`src/rtl/muldiv_pkg.sv`:
```
// Shared types and constants for the multi-cycle multiply/divide unit.
// Optional divide-by-zero trap is controlled by MULDIV_DIVZERO_TRAP_EN in muldiv_unit.
package muldiv_pkg;

  typedef enum logic [1:0] {
    IDLE,
    ITER,
    FIX
  } state_e;

  localparam logic OP_MUL = 1'b0;
  localparam logic OP_DIV = 1'b1;

  localparam int ITER_COUNT = 32;
  localparam int CNT_W      = 5;
  localparam logic [CNT_W-1:0] CNT_LAST = CNT_W'(ITER_COUNT - 1);

endpackage

```
`src/rtl/muldiv_step.sv`:
```
// One iteration of the shift-add multiply or restoring divide on operand magnitudes.
// The shift register holds |A|; bmag_i is |B| (multiplicand for mul, divisor for div).
module muldiv_step
  import muldiv_pkg::*;
#(
  parameter int WIDTH = 32
) (
  input  logic             op_i,
  input  logic [WIDTH-1:0] acc_i,
  input  logic [WIDTH-1:0] sreg_i,
  input  logic [WIDTH-1:0] bmag_i,
  output logic [WIDTH-1:0] acc_o,
  output logic [WIDTH-1:0] sreg_o
);

  logic [WIDTH:0] sum;
  logic [WIDTH:0] diff;

  // The partial remainder is always below 2^WIDTH once shifted, so a
  // WIDTH+1 bit trial subtract has a trustworthy sign bit.
  always_comb begin
    sum  = {1'b0, acc_i} + (sreg_i[0] ? {1'b0, bmag_i} : '0);
    diff = {acc_i, sreg_i[WIDTH-1]} - {1'b0, bmag_i};
    if (op_i == OP_MUL) begin
      acc_o  = sum[WIDTH:1];
      sreg_o = {sum[0], sreg_i[WIDTH-1:1]};
    end else if (diff[WIDTH]) begin
      acc_o  = {acc_i[WIDTH-2:0], sreg_i[WIDTH-1]};
      sreg_o = {sreg_i[WIDTH-2:0], 1'b0};
    end else begin
      acc_o  = diff[WIDTH-1:0];
      sreg_o = {sreg_i[WIDTH-2:0], 1'b1};
    end
  end

endmodule

```
`src/rtl/muldiv_unit.sv`:
```
// Multi-cycle signed multiply/divide writing HI/LO; 33-cycle fixed latency.
// Define MULDIV_DIVZERO_TRAP_EN to enable the early-exit divide-by-zero trap.
module muldiv_unit
  import muldiv_pkg::*;
#(
  parameter int WIDTH = 32
) (
  input  logic             Clock,
  input  logic             Reset,
  input  logic             Start,
  input  logic             Op,
  input  logic [WIDTH-1:0] A,
  input  logic [WIDTH-1:0] B,
  output logic             Busy,
  output logic             Done,
  output logic [WIDTH-1:0] HI,
  output logic [WIDTH-1:0] LO,
  output logic             DivZero
);

  state_e             state_q, state_d;
  logic [CNT_W-1:0]   cnt_q;
  logic               op_q, signA_q, signB_q, done_q;
  logic [WIDTH-1:0]   acc_q, sreg_q, bmag_q, hi_q, lo_q;
  logic [WIDTH-1:0]   accStep, sregStep, absA, absB;
  logic [WIDTH-1:0]   quoFix, remFix, aRestored;
  logic [2*WIDTH-1:0] prodRaw, prodFix;

`ifdef MULDIV_DIVZERO_TRAP_EN
  logic divZero_q;
  logic trapHit;
  assign trapHit = (op_q == OP_DIV) && (bmag_q == '0);
  assign DivZero = divZero_q;
`else
  assign DivZero = 1'b0;
`endif

  muldiv_step #(.WIDTH(WIDTH)) uStep (
    .op_i   (op_q),
    .acc_i  (acc_q),
    .sreg_i (sreg_q),
    .bmag_i (bmag_q),
    .acc_o  (accStep),
    .sreg_o (sregStep)
  );

  // Magnitudes at issue time and sign correction of the finished result.
  always_comb begin
    absA      = A[WIDTH-1] ? -A : A;
    absB      = B[WIDTH-1] ? -B : B;
    prodRaw   = {acc_q, sreg_q};
    prodFix   = (signA_q ^ signB_q) ? -prodRaw : prodRaw;
    quoFix    = (signA_q ^ signB_q) ? -sreg_q : sreg_q;
    remFix    = signA_q ? -acc_q : acc_q;
    aRestored = signA_q ? -sreg_q : sreg_q;
  end

  always_ff @(posedge Clock) begin
    if (Reset) state_q <= IDLE;
    else       state_q <= state_d;
  end

  always_comb begin
    state_d = state_q;
    case (state_q)
      IDLE: if (Start) state_d = ITER;
      ITER: begin
`ifdef MULDIV_DIVZERO_TRAP_EN
        if (trapHit) state_d = IDLE;
        else
`endif
        if (cnt_q == CNT_LAST) state_d = FIX;
      end
      FIX:     state_d = IDLE;
      default: state_d = IDLE;
    endcase
  end

  always_comb begin
    Busy = (state_q != IDLE);
  end

  assign Done = done_q;
  assign HI   = hi_q;
  assign LO   = lo_q;

  // Datapath: operand latch, iteration registers and result registers.
  always_ff @(posedge Clock) begin
    if (Reset) begin
      cnt_q   <= '0;
      op_q    <= OP_MUL;
      signA_q <= 1'b0;
      signB_q <= 1'b0;
      acc_q   <= '0;
      sreg_q  <= '0;
      bmag_q  <= '0;
      hi_q    <= '0;
      lo_q    <= '0;
      done_q  <= 1'b0;
`ifdef MULDIV_DIVZERO_TRAP_EN
      divZero_q <= 1'b0;
`endif
    end else begin
      done_q <= 1'b0;
      case (state_q)
        IDLE: if (Start) begin
          op_q    <= Op;
          signA_q <= A[WIDTH-1];
          signB_q <= B[WIDTH-1];
          sreg_q  <= absA;
          bmag_q  <= absB;
          acc_q   <= '0;
          cnt_q   <= '0;
`ifdef MULDIV_DIVZERO_TRAP_EN
          divZero_q <= 1'b0;
`endif
        end
        ITER: begin
`ifdef MULDIV_DIVZERO_TRAP_EN
          if (trapHit) begin
            hi_q      <= aRestored;
            lo_q      <= '0;
            divZero_q <= 1'b1;
            done_q    <= 1'b1;
          end else
`endif
          begin
            acc_q  <= accStep;
            sreg_q <= sregStep;
            cnt_q  <= cnt_q + CNT_W'(1);
          end
        end
        FIX: begin
          if (op_q == OP_MUL) begin
            hi_q <= prodFix[2*WIDTH-1:WIDTH];
            lo_q <= prodFix[WIDTH-1:0];
          end else begin
            hi_q <= remFix;
            lo_q <= quoFix;
          end
          done_q <= 1'b1;
        end
        default: ;
      endcase
    end
  end

endmodule

```
`config.mk`:
```
export PLATFORM = sky130hd
export DESIGN_NAME = muldiv_unit
export DESIGN_NICKNAME = d
export VERILOG_FILES = /design/src/rtl/muldiv_pkg.sv /design/src/rtl/muldiv_step.sv /design/src/rtl/muldiv_unit.sv
export SDC_FILE = /design/constraint.sdc
export NUM_CORES = 1
export LEC_CHECK = 0
export ABC_CLOCK_PERIOD_IN_PS = 10050
export BUFFER_PORTS_ARGS = -buffer_cell sky130_fd_sc_hd__buf_2
export CAP_MARGIN = 10
export CORE_AREA = 2 2 152 154
export CTS_CLUSTER_SIZE = 40
export DETAILED_ROUTE_END_ITERATION = 8
export DIE_AREA = 0 0 154 156
export PLACE_DENSITY = 0.81
export SLEW_MARGIN = 20
export SYNTH_ARGS = -nofsm -noshare
export SYNTH_HDL_FRONTEND = slang
export SYNTH_SLANG_ARGS = --single-unit
export TNS_END_PERCENT = 50
```
`constraint.sdc`:
```
create_clock -name Clock -period 10.05 [get_ports Clock]
set_input_delay 1.5075 -clock Clock [delete_from_list [all_inputs] [get_ports Clock]]
set_output_delay 1.5075 -clock Clock [all_outputs]
set_load 0.005 [all_outputs]
```
---- Word level (Yosys, flattened, before mapping) ----
Cells that the tools add are included.
word-level totals
  word-level logic and storage cells ...... 53
  register bits after elaboration ......... 171
  bits of input ports ..................... 68
  output and inout bits ................... 67
operators by class
  bitwise operators ....................... 1
  equality and inequality tests ........... 5
  mux-type cells .......................... 22
  reductions and logical operators ........ 6
  $add $sub $neg .......................... 8
operators with widths
  operator               number
  $mux W32               12
  $neg A32 Y32           4
  $pmux W32 S2           2
  $mux W64               1
  $neg A64 Y64           1
  $add A32 B33 Y33       1
  $sub A33 B32 Y33       1
  $pmux W5 S2            1
  $reduce_and A2 Y1      3
  $add A5 B1 Y5 const B  1
  $eq A5 B5 Y1 const B   1
  $mux W5                1
  $mux W2                2
  $ne A2 B2 Y1 const B   2
  $pmux W2 S2            1
  $reduce_bool A2 Y1     2
  $eq A2 B1 Y1 const B   1
  $eq A2 B2 Y1 const B   1
  $logic_not A2 Y1       1
  $mux W1                2
  $xor A1 B1 Y1          1

---- Depth between registers and ports, before layout ----
  word-level depth ........................ 4
  gate-level depth with buffers ........... 15
  mapped depth without buffers ............ 14

---- Hierarchy ----
From an unflattened synthesis, not the netlist that was laid out.
second synthesis, totals
  cells, all modules ...................... 1854
  area, all modules ....................... 13978.4 µm²
modules (own cells, without submodules)
  module       cells an instance  seq. area each (µm²)  area an instance (µm²)  instances
  muldiv_unit  1171               3423.3                9268.9                  1
  muldiv_step  683                0.0                   4709.5                  1

---- Least setup slack after synthesis ----
OpenSTA, ideal clock, no wires.
  kind .................................... input -> register
  from .................................... input port A[4]
  to ...................................... register sreg_q[28]
  library setup time ...................... 0.114 ns
  path buffers ............................ 0
  arrival time ............................ 4.160 ns
  setup slack ............................. 5.776 ns
  stages .................................. 10
  cells stage by stage .................... or3_4 > nor4_4 > nand3_1 > or4_1 > or3_4 > or3_4 > o31ai_2 > xnor2_1 > nor2_1 > a2111oi_0
on the way
  cells in the longest elaborated chain, start to end .. 4
RTL lines
  item                  line                text
  from (decl)           muldiv_unit.sv:12   input logic [WIDTH-1:0] A,
  $neg A32 Y32          muldiv_unit.sv:49   absA = A[WIDTH-1] ? -A : A;
  $mux W32              muldiv_unit.sv:49
  $mux W32              muldiv_unit.sv:106  IDLE: if (Start) begin
  $pmux W32 S2          muldiv_unit.sv:105  case (state_q)
  to (signal assigned)  muldiv_unit.sv:110  sreg_q <= absA;
  to (signal assigned)  muldiv_unit.sv:129  sreg_q <= sregStep;
  to (decl)             muldiv_unit.sv:24   logic [WIDTH-1:0] acc_q, sreg_q, bmag_q, hi_q, lo_q;
Every way passes these cells. The select of a mux whose other input is x is not followed.
A chain may end at the register's enable or synchronous reset.

---- Final worst setup path ----
  from .................................... register sreg_q[0]
  to ...................................... register acc_q[29]
on the way
  cells in the longest elaborated chain, start to end .. 4
RTL lines
  item                  line                text
  $mux W32              muldiv_step.sv:22   sum = {1'b0, acc_i} + (sreg_i[0] ? {1'b0, bmag_i} : '0);
  $add A32 B33 Y33      muldiv_step.sv:22
  $mux W32              muldiv_step.sv:24   if (op_i == OP_MUL) begin
  $pmux W32 S2          muldiv_unit.sv:105
  to (signal assigned)  muldiv_unit.sv:128  acc_q <= accStep;
  to (decl)             muldiv_unit.sv:24
Every way passes these cells.

==> reports/summary.txt <==
status = finished, final reports clean
mux share of post-synthesis cell area = 0.0361
first-pass GRT wire length = 62.6 mm
Crit. End Element = register
Post-Synth Adder-Cell Area = 0.0695
Slew HR = 0.209
layout cells sized above 1 = 0.113
clock slew at reported path FFs = 0.08 ns
worst endpoint required time = 10.35 ns
antenna violations before repair = 3
CTS sink count = 171
Finished Cell Area = 0.0145 mm²
Die X = 154 µm
final WL = 39.0 mm
Sw Share = 0.365
Setup WS post-layout = 5.66 ns
I/O pin cnt = 135
Synthesis Warnings = 0
fraction of registers with async set/reset = 0
Cells after Synth = 1755
P_sw = 0.000738 W
Post-Synth Simple-Gate Area = 0.201
Setup Skew = 0.0127 ns
worst ir drop on vdd = 0.0981 mV
# hold bufs at CTS = 0
post-synth cell types = 73
final period utilization = 0.437
Syn Nets = 1895
share of power burned in registers = 0.377
XOR/XNOR Fraction of Synth Area = 0.105
register area share after synthesis = 0.260
synthesis-stage register bit count = 171
Logic pwr share = 0.280
post-CTS sizing = 0
Via Count = 13300
fill count = 1944
Final setup viols = 0
Area Growth Syn to Fin = 10.3%
largest net degree at the start of global routing = 117
RSZ-0062 raised after global routing = false
Crit Path Class = reg2reg
overall global routing resource usage = 0.322
Compound-Gate Fraction of Synth Area = 0.275
worst hold path type = reg2reg
post-CTS setup buffers = 0
port buffer count = 133
Max Fanout on Critical Path = 31
Critical Path AT = 4.68 ns
Fmax = 228 MHz
max-cap check violation count = 0
Critical Path Source Type = register
ANT nets after route = 0
Placed Cells = 2069
fin cells = 2104
Main synth FF type = dfxtp_1
core area = 0.0224 mm²
worst-skew pair later-pin latency = 0.45 ns
remaining global-route overflow = 0
Detailed Routing Iterations Pass 1 = 6
clock power share = 0.344
Root Driver = clkbuf_16
clock buffer count from CTS = 17
Place WS = 5.42 ns
CTS tree = built
power density over cell area = 139 mW/mm²
total die area = 0.0240 mm²
setup TNS = 0 ns
leading cell type in the layout, fill and taps excluded = nor2_1
PnR Total Power = 0.00202 W
DIE HEIGHT = 156 µm
most frequent cells in the layout = 232 x nor2_1, 170 x dfxtp_1, 150 x a21oi_1
largest family of logic cells by synthesized area = compound AO/OA/AOI/OAI gates
H-tree levels = 4
placement row count = 55
Pleak = 6.07 nW
initial DRC count = 1452
Avg Vias per Cell = 6.30
DRC Markers = 0
HPWL after detailed placement = 29.0 mm
Synth Area per Inst = 7.51 µm²
Internal = 0.00128 W
final worst path period need = 4.39 ns
Placed Area = 0.0139 mm²
EDFF count, synth = 0
Nets = 1943
vias in the first global route = 12200
Least-Margin Pin Slew = 1.18 ns
Initial Util = 0.589
Post-Syn Area = 0.0132 mm²
clock tree buffer depth = 2
Hold Vio Cnt, Final = 0
Final GP Congestion = 0.962
drt wl/cell = 18.5 µm
Slew Viols, Final = 0
==> synthesized netlist by cell type (all sizes together), types with 21 or more instances <==
| master | number | area, µm² |
|---|---|---|
| nor2 | 232 | 871 |
| dfxtp | 171 | 3420 |
| a21oi | 150 | 751 |
| nand2 | 140 | 526 |
| a211oi | 116 | 871 |
| clkbuf | 98 | 369 |
| o21ai | 98 | 494 |
| xor2 | 90 | 788 |
| ha | 70 | 876 |
| xnor2 | 68 | 596 |
| inv | 67 | 251 |
| nor3 | 48 | 245 |
| mux2i | 43 | 430 |
| a21o | 36 | 270 |
| or3 | 24 | 165 |
| o31ai | 21 | 163 |
==> final timing paths <==
path / startpoint / to / slack [ns] / cells past startpoint
worst max-delay path: sreg_q[0] / acc_q[29] / 5.66 / 13
worst min register to register: bmag_q[24] / bmag_q[24] / 0.46 / 2
worst min-delay path: bmag_q[24] / bmag_q[24] / 0.46 / 2
worst max register to register: sreg_q[0] / acc_q[29] / 5.66 / 13
==> sequential cells by signal, indices dropped and copies added, names as in the netlist <==
signal,count
HI,32
LO,32
acc_q,32
bmag_q,32
sreg_q,32
cnt_q,5
state_q,2
Done,1
op_q,1
signA_q,1
signB_q,1
==> kinds of logic after synthesis <==
kind of cell,Yosys count
other,1
buffers and inverters,183
flip-flops,171
XOR/XNOR,158
AO/OA/AOI/OAI,552
AND/OR/NAND/NOR,571
adder cells (fa/ha/maj),72
multiplexers,47
==> worst max-delay path, cell delays in order, from the launching register on <==
cell and delay [ns]:
dfxtp_1 0.44, inv_1 0.86, nor2_1 0.17, ha_1 0.41
nand2b_1 0.10, a21oi_1 0.21, o2111ai_1 0.19, a211oi_1 0.59
o211ai_1 0.25, a21oi_1 0.39, a41oi_1 0.19, xnor2_1 0.16
a22oi_1 0.17, o21ai_0 0.10
==> per-stage QoR <==
step | utilization | hold slack, ns
2_1_floorplan | - | 0.429
3_3_place_gp | 0.622 | 0.436
3_5_place_dp | 0.622 | 0.445
4_1_cts | 0.650 | 0.456
5_1_grt | 0.650 | 0.472
6_report | 0.650 | 0.455
==> metal layers <==
| metal | track usage | part of all wire |
|---|---|---|
| met1 | 0.424 | 0.43 |
| met4 | 0.129 | 0.036 |
| met3 | 0.0453 | 0.081 |
| met2 | 0.533 | 0.46 |
| met5 | 0 | 0 |
==> power groups by stage <==
stage	combinational (W)	clock, W	sequential (W)
3_3_place_gp	0.000546	0	0.000773
5_1_grt	0.000623	0.000731	0.000765
3_5_place_dp	0.000553	0	0.000775
6_report	0.000566	0.000695	0.000762
4_1_cts	0.000556	0.000698	0.000759
2_1_floorplan	0.000434	0	0.000745
==> final cells by class <==
class | count | area (µm²) | area share
multi-input combinational | 1401 | 9110 | 0.627
timing repair buffer | 145 | 758 | 0.0521
inverter | 67 | 251 | 0.0173
tap | 285 | 357 | 0.0245
antenna | 3 | 7.51 | 0.000516
sequential | 171 | 3420 | 0.236
clock inverter | 15 | 203 | 0.0139
clock buffer | 17 | 425 | 0.0293
Note: power is estimated with default switching activity, not from simulation.
